### src/rtl/seq_adder_pkg.sv
// Shared definitions for seq_adder: FSM state encoding and parameter legality check.
// Optional feature macro used by seq_adder: SEQ_ADDER_SUB_EN (subtract mode).
package seq_adder_pkg;

  typedef enum logic [1:0] {
    IDLE = 2'd0,
    RUN  = 2'd1,
    DONE = 2'd2
  } state_t;

  // DIGIT must be non-zero and evenly divide WIDTH.
  function automatic bit digit_legal(input int width, input int digit);
    return (digit > 0) && (width >= digit) && ((width % digit) == 0);
  endfunction

endpackage

### src/rtl/seq_adder_add_slice.sv
// add_slice: DIGIT-bit combinational ripple-carry adder, one slice of seq_adder.
module add_slice #(
  parameter int DIGIT = 2
) (
  input  logic [DIGIT-1:0] x,
  input  logic [DIGIT-1:0] y,
  input  logic             cin,
  output logic [DIGIT-1:0] sum,
  output logic             cout
);

  logic w_c;

  always_comb begin
    // NOTE: every variable gets a default at the top of an always_comb so no path leaves it unassigned (no latch).
    sum = '0;
    w_c = cin;
    for (int i = 0; i < DIGIT; i++) begin
      sum[i] = x[i] ^ y[i] ^ w_c;
      w_c    = (x[i] & y[i]) | (w_c & (x[i] ^ y[i]));
    end
    cout = w_c;
  end

endmodule

### src/rtl/seq_adder.sv
// seq_adder: digit-serial adder, DIGIT bits per clock, valid/ready on both sides.
// Define SEQ_ADDER_SUB_EN to enable subtract mode (b replaced by ~b when sub=1).
module seq_adder
  import seq_adder_pkg::*;
#(
  parameter int WIDTH = 8,
  parameter int DIGIT = 2
) (
  input  logic             clk,
  input  logic             rst_n,
  input  logic             in_valid,
  output logic             in_ready,
  input  logic [WIDTH-1:0] a,
  input  logic [WIDTH-1:0] b,
  input  logic             ci,
  input  logic             sub,
  output logic             out_valid,
  input  logic             out_ready,
  output logic [WIDTH-1:0] s,
  output logic             co,
  output logic             ovf
);

  localparam int NSLICE = WIDTH / DIGIT;
  localparam int CNT_W  = (NSLICE > 1) ? $clog2(NSLICE) : 1;

  generate
    if (!digit_legal(WIDTH, DIGIT)) begin : g_bad_params
      $error("seq_adder: WIDTH must be a non-zero multiple of DIGIT");
    end
  endgenerate

  state_t             r_state, w_state_next;
  logic [WIDTH-1:0]   r_xs, r_ys, r_acc, r_s;
  logic               r_carry, r_a_msb, r_b_msb, r_co, r_ovf;
  logic [CNT_W-1:0]   r_cnt;
  logic [WIDTH-1:0]   w_b_eff, w_acc_next;
  logic [DIGIT-1:0]   w_sum;
  logic               w_cout, w_last, w_accept;

`ifdef SEQ_ADDER_SUB_EN
  assign w_b_eff = sub ? ~b : b;
`else
  logic w_unused_sub;
  assign w_unused_sub = sub;
  assign w_b_eff      = b;
`endif

  assign w_last   = (r_cnt == CNT_W'(NSLICE - 1));
  assign w_accept = (r_state == IDLE) && in_valid;

  add_slice #(.DIGIT(DIGIT)) u_add_slice (
    .x    (r_xs[DIGIT-1:0]),
    .y    (r_ys[DIGIT-1:0]),
    .cin  (r_carry),
    .sum  (w_sum),
    .cout (w_cout)
  );

  // Sum bits enter at the top of the accumulator; after NSLICE shifts it holds the full result.
  always_comb begin
    w_acc_next                    = r_acc >> DIGIT;
    w_acc_next[WIDTH-1 -: DIGIT]  = w_sum;
  end

  always_ff @(posedge clk or negedge rst_n) begin
    // NOTE: sequential state uses non-blocking (<=) so every flop samples pre-edge values.
    if (!rst_n) r_state <= IDLE;
    else        r_state <= w_state_next;
  end

  always_comb begin
    w_state_next = r_state;
    in_ready     = 1'b0;
    out_valid    = 1'b0;
    case (r_state)
      IDLE: begin
        in_ready = 1'b1;
        if (in_valid) w_state_next = RUN;
      end
      RUN:  if (w_last) w_state_next = DONE;
      DONE: begin
        out_valid = 1'b1;
        if (out_ready) w_state_next = IDLE;
      end
      default: w_state_next = IDLE;
    endcase
  end

  always_ff @(posedge clk or negedge rst_n) begin
    // NOTE: datapath registers are reset too, so outputs and internal carry read 0 straight out of reset.
    if (!rst_n) begin
      r_xs    <= '0;
      r_ys    <= '0;
      r_acc   <= '0;
      r_carry <= 1'b0;
      r_cnt   <= '0;
      r_a_msb <= 1'b0;
      r_b_msb <= 1'b0;
      r_s     <= '0;
      r_co    <= 1'b0;
      r_ovf   <= 1'b0;
    end else if (w_accept) begin
      r_xs    <= a;
      r_ys    <= w_b_eff;
      r_acc   <= '0;
      r_carry <= ci;
      r_cnt   <= '0;
      r_a_msb <= a[WIDTH-1];
      r_b_msb <= w_b_eff[WIDTH-1];
    end else if (r_state == RUN) begin
      r_xs    <= r_xs >> DIGIT;
      r_ys    <= r_ys >> DIGIT;
      r_acc   <= w_acc_next;
      r_carry <= w_cout;
      r_cnt   <= r_cnt + CNT_W'(1);
      // Results only update on the final slice so s/co/ovf hold their old values until DONE.
      if (w_last) begin
        r_s   <= w_acc_next;
        r_co  <= w_cout;
        r_ovf <= (r_a_msb == r_b_msb) && (w_acc_next[WIDTH-1] != r_a_msb);
      end
    end
  end

  assign s   = r_s;
  assign co  = r_co;
  assign ovf = r_ovf;

endmodule
### config.mk
export PLATFORM = sky130hd
export DESIGN_NAME = seq_adder
export DESIGN_NICKNAME = d
export VERILOG_FILES = /design/src/rtl/seq_adder_pkg.sv /design/src/rtl/seq_adder_add_slice.sv /design/src/rtl/seq_adder.sv
export SDC_FILE = /design/constraint.sdc
export NUM_CORES = 1
export LEC_CHECK = 0
export CAP_MARGIN = 20
export CORE_UTILIZATION = 40
export CTS_BUF_LIST = sky130_fd_sc_hd__clkbuf_8 sky130_fd_sc_hd__clkbuf_16
export DETAILED_ROUTE_END_ITERATION = 10
export GPL_ROUTABILITY_DRIVEN = 0
export PLACE_DENSITY_LB_ADDON = 0.12
export SLEW_MARGIN = 0
export SYNTH_ARGS = -nofsm -noshare
export SYNTH_HDL_FRONTEND = slang
export SYNTH_SLANG_ARGS = --single-unit
### constraint.sdc
create_clock -name clk -period 5.2 [get_ports clk]
set_input_delay 1.04 -clock clk [delete_from_list [all_inputs] [get_ports clk]]
set_output_delay 1.04 -clock clk [all_outputs]
set_load 0.005 [all_outputs]
==> summary.md <==
| Metric | Value |
|---|---|
| Status | `completed` |
| GRT met1 Usage | `21.54%` |
| CP cell instances | `clkdlybuf4s50_1, nor3b_4, mux2_2` |
| Postcts setup bufs | `0` |
| Final Cycle Share | `52.10%` |
| Final setup violation count | `0` |
| Drt wl/cell | `13.24 um` |
| Hold Path Class | `flop to flop` |
| Clk pin slew, worst setup/hold paths | `80 ps` |
| Library cells used by synthesis | `24` |
| Final nets | `207` |
| Antenna viol nets, final | `0` |
| Post-Route Skew | `8.154 ps` |
| Crit path to | `r_a_msb` |
| VDD IR max | `0.0001654 V` |
| Clk_lat worst skew | `290 ps` |
| Drt pass-1 iters | `4` |
| Inserted Diodes | `0` |
| FF-to-FF setup slack | `3240 ps` |
| Starting Density | `41.82%` |
| FF-to-FF Start | `r_state[0]` |
| Worst Path Class, Setup | `input pin to flop` |
| Number of global-route vias before repair | `1130` |
| Hold buffers post-CTS | `0` |
| DP Cell Count | `225` |
| Slowest CP cell | `nor3b_4` |
| Via density | `4.987` |
| Reg2reg end | `r_a_msb` |
| Worst Max-Slew Pin Slew | `1082 ps` |
| Leak | `0.9682 nW` |
| Commonest non-fill, non-tap cells in the layout | `nand2_1, dfrtp_1, clkdlybuf4s50_1` |
| Tot GR Track Use | `16.24%` |
| Port buffer count | `32` |
| DRC violations left | `0` |
| Most common cell after layout, fill and taps aside | `nand2_1` |
| F_max | `369.1 MHz` |
| Core Box Area | `4000 um^2` |
| Data required, critical path | `5380 ps` |
| Clock buffer depth | `2` |
| Netlist area before placement | `1673 um^2` |
| Max stage delay on crit path | `900 ps` |
| Htree depth | `2` |
| Share of cells above drive strength 1 | `12.64%` |
| Sequential area share after synthesis | `58.34%` |
| Ports | `34` |
| Count of final max-slew check failures | `0` |
| Die height | `66.67 um` |
| Post-layout util | `52.24%` |
| Critical path data arrival time | `2890 ps` |
| Fin. Hold Viols | `0` |
| CTS Sinks | `39` |
| Avg Inst Size Synth | `11.15 um^2` |
| DRT Wirelength | `3071 um` |
| Placed wire-length estimate | `2108 um` |
| CP max FO | `28` |
| RSZ-0062 raised after global routing | `false` |
| Initial antenna violation count | `0` |
| Post-CTS sizing | `0` |
| Gr busiest metal | `met2` |
| Slew HR | `27.79%` |
| Layout Area Growth over Synthesis | `24.91%` |
| CTS buffer count | `5` |
| Maximum number of pins on one net before global-route repair | `40` |
| Setup crit start | `in_valid` |
| Row count | `23` |
| Synth Net Count | `175` |
| Placed cell area | `2002 um^2` |
| DRT iter0 DRCs | `32` |
| Synth warn | `0` |
| Hold_ws | `477.2 ps` |
| GR met3 Demand/Resource | `3.596%` |
| Tmin final | `2709 ps` |
| Power Dens Cells | `562.3 nW/um^2` |
| Design area | `2090 um^2` |
| Met2 usage | `24.49%` |
| Chip Width | `66.67 um` |
| Setup_tns | `0 ps` |
| Congestion Overflow GR | `0` |
| CTS tree | `done` |
| Worst setup EP type | `flop` |
| First-pass GRT wire length | `5278 um` |
| CP startpoint kind | `input pin` |
| Max-Cap Viols | `0` |
| Die area | `4445 um^2` |
| Root buf cell | `clkbuf_8` |
| Reg2Reg Depth | `2` |
| Vias | `1157` |
| Non-Filler Instances | `232` |
| Yosys reg bits | `39` |
| Synth Instances | `150` |
worst min-delay path by stage:
stage	startpoint	end	slack (ps)	cells past startpoint
finish	r_xs[1]	r_xs[1]	480	2
global route	r_ys[4]	r_ys[4]	500	2
CTS	r_ys[3]	r_ys[3]	480	2
detailed placement	r_xs[3]	r_xs[3]	470	2
global placement	r_xs[5]	r_xs[5]	460	2
floorplan	r_xs[1]	r_xs[1]	450	2
critical path: cells and delay by family:
family / cells / cell delay (ps)
simple gates: 1 / 900
buf+inv: 1 / 520
mux: 1 / 420
cells by family after synthesis:
kind of cell    count (synthesis)  share of synthesized area, %
flops                          39                         58.34
mux                             9                         6.059
compound gates                 31                         12.87
fa+ha+maj                       3                         3.141
buf+inv                        12                         4.487
simple gates                   56                         15.11
synthesized netlist by cell type:
master / count / area share, %
dfrtp_1: 39 / 58
buf_4: 3 / 1.3
a22o_1: 2 / 1.0
nand3b_4: 1 / 1.2
a211oi_1: 1 / 0.45
nor2b_1: 1 / 0.37
ha_1: 1 / 0.75
nor3b_4: 1 / 1.1
a22oi_1: 12 / 5.4
mux2_2: 9 / 6.1
nand2b_1: 2 / 0.75
o21ai_0: 11 / 3.3
nor2_1: 4 / 0.90
o21bai_2: 1 / 0.67
fa_1: 2 / 2.4
inv_1: 4 / 0.90
o21ai_2: 2 / 1.0
and3_1: 1 / 0.37
o22ai_1: 1 / 0.37
nand2_1: 45 / 10
buf_2: 3 / 0.90
nor3_1: 1 / 0.30
a221o_1: 1 / 0.60
buf_6: 2 / 1.3
state kept, by name (all words and copies together) (netlist names):
signal   cells
s            8
r_xs         8
r_cnt        2
co           1
r_a_msb      1
r_carry      1
r_b_msb      1
r_state      2
r_acc        6
r_ys         8
ovf          1
through the flow:
step	setup slack, ps	total power [mW]
floorplan	3335	0.8293
global placement	2205	0.9503
detailed placement	2156	0.9856
CTS	2468	1.191
global route	2417	1.275
finish	2491	1.175
report_power, final:
part | total [mW] | switching, mW | internal, mW
clock | 0.204 | 0.100 | 0.104
combinational | 0.456 | 0.225 | 0.231
sequential | 0.515 | 0.0862 | 0.429
total | 1.17 | 0.411 | 0.764
metal layers:
| metal | routed length [um] | vias up |
|---|---|---|
| li1 | - | 572 |
| met3 | 125 | 5 |
| met2 | 1492 | 30 |
| met1 | 1405 | 550 |
| met5 | 0 | - |
| met4 | 46 | 0 |
final cells by class:
class / count / area (um^2)
tap: 50 / 62.56
clock buffer: 6 / 82.58
clock inverter: 1 / 5.005
timing repair buffer: 33 / 326.6
sequential: 39 / 975.9
multi-input combinational: 99 / 621.8
fill: 377 / 1911
inverter: 4 / 15.01
Note: power is estimated with default switching activity, not from simulation.
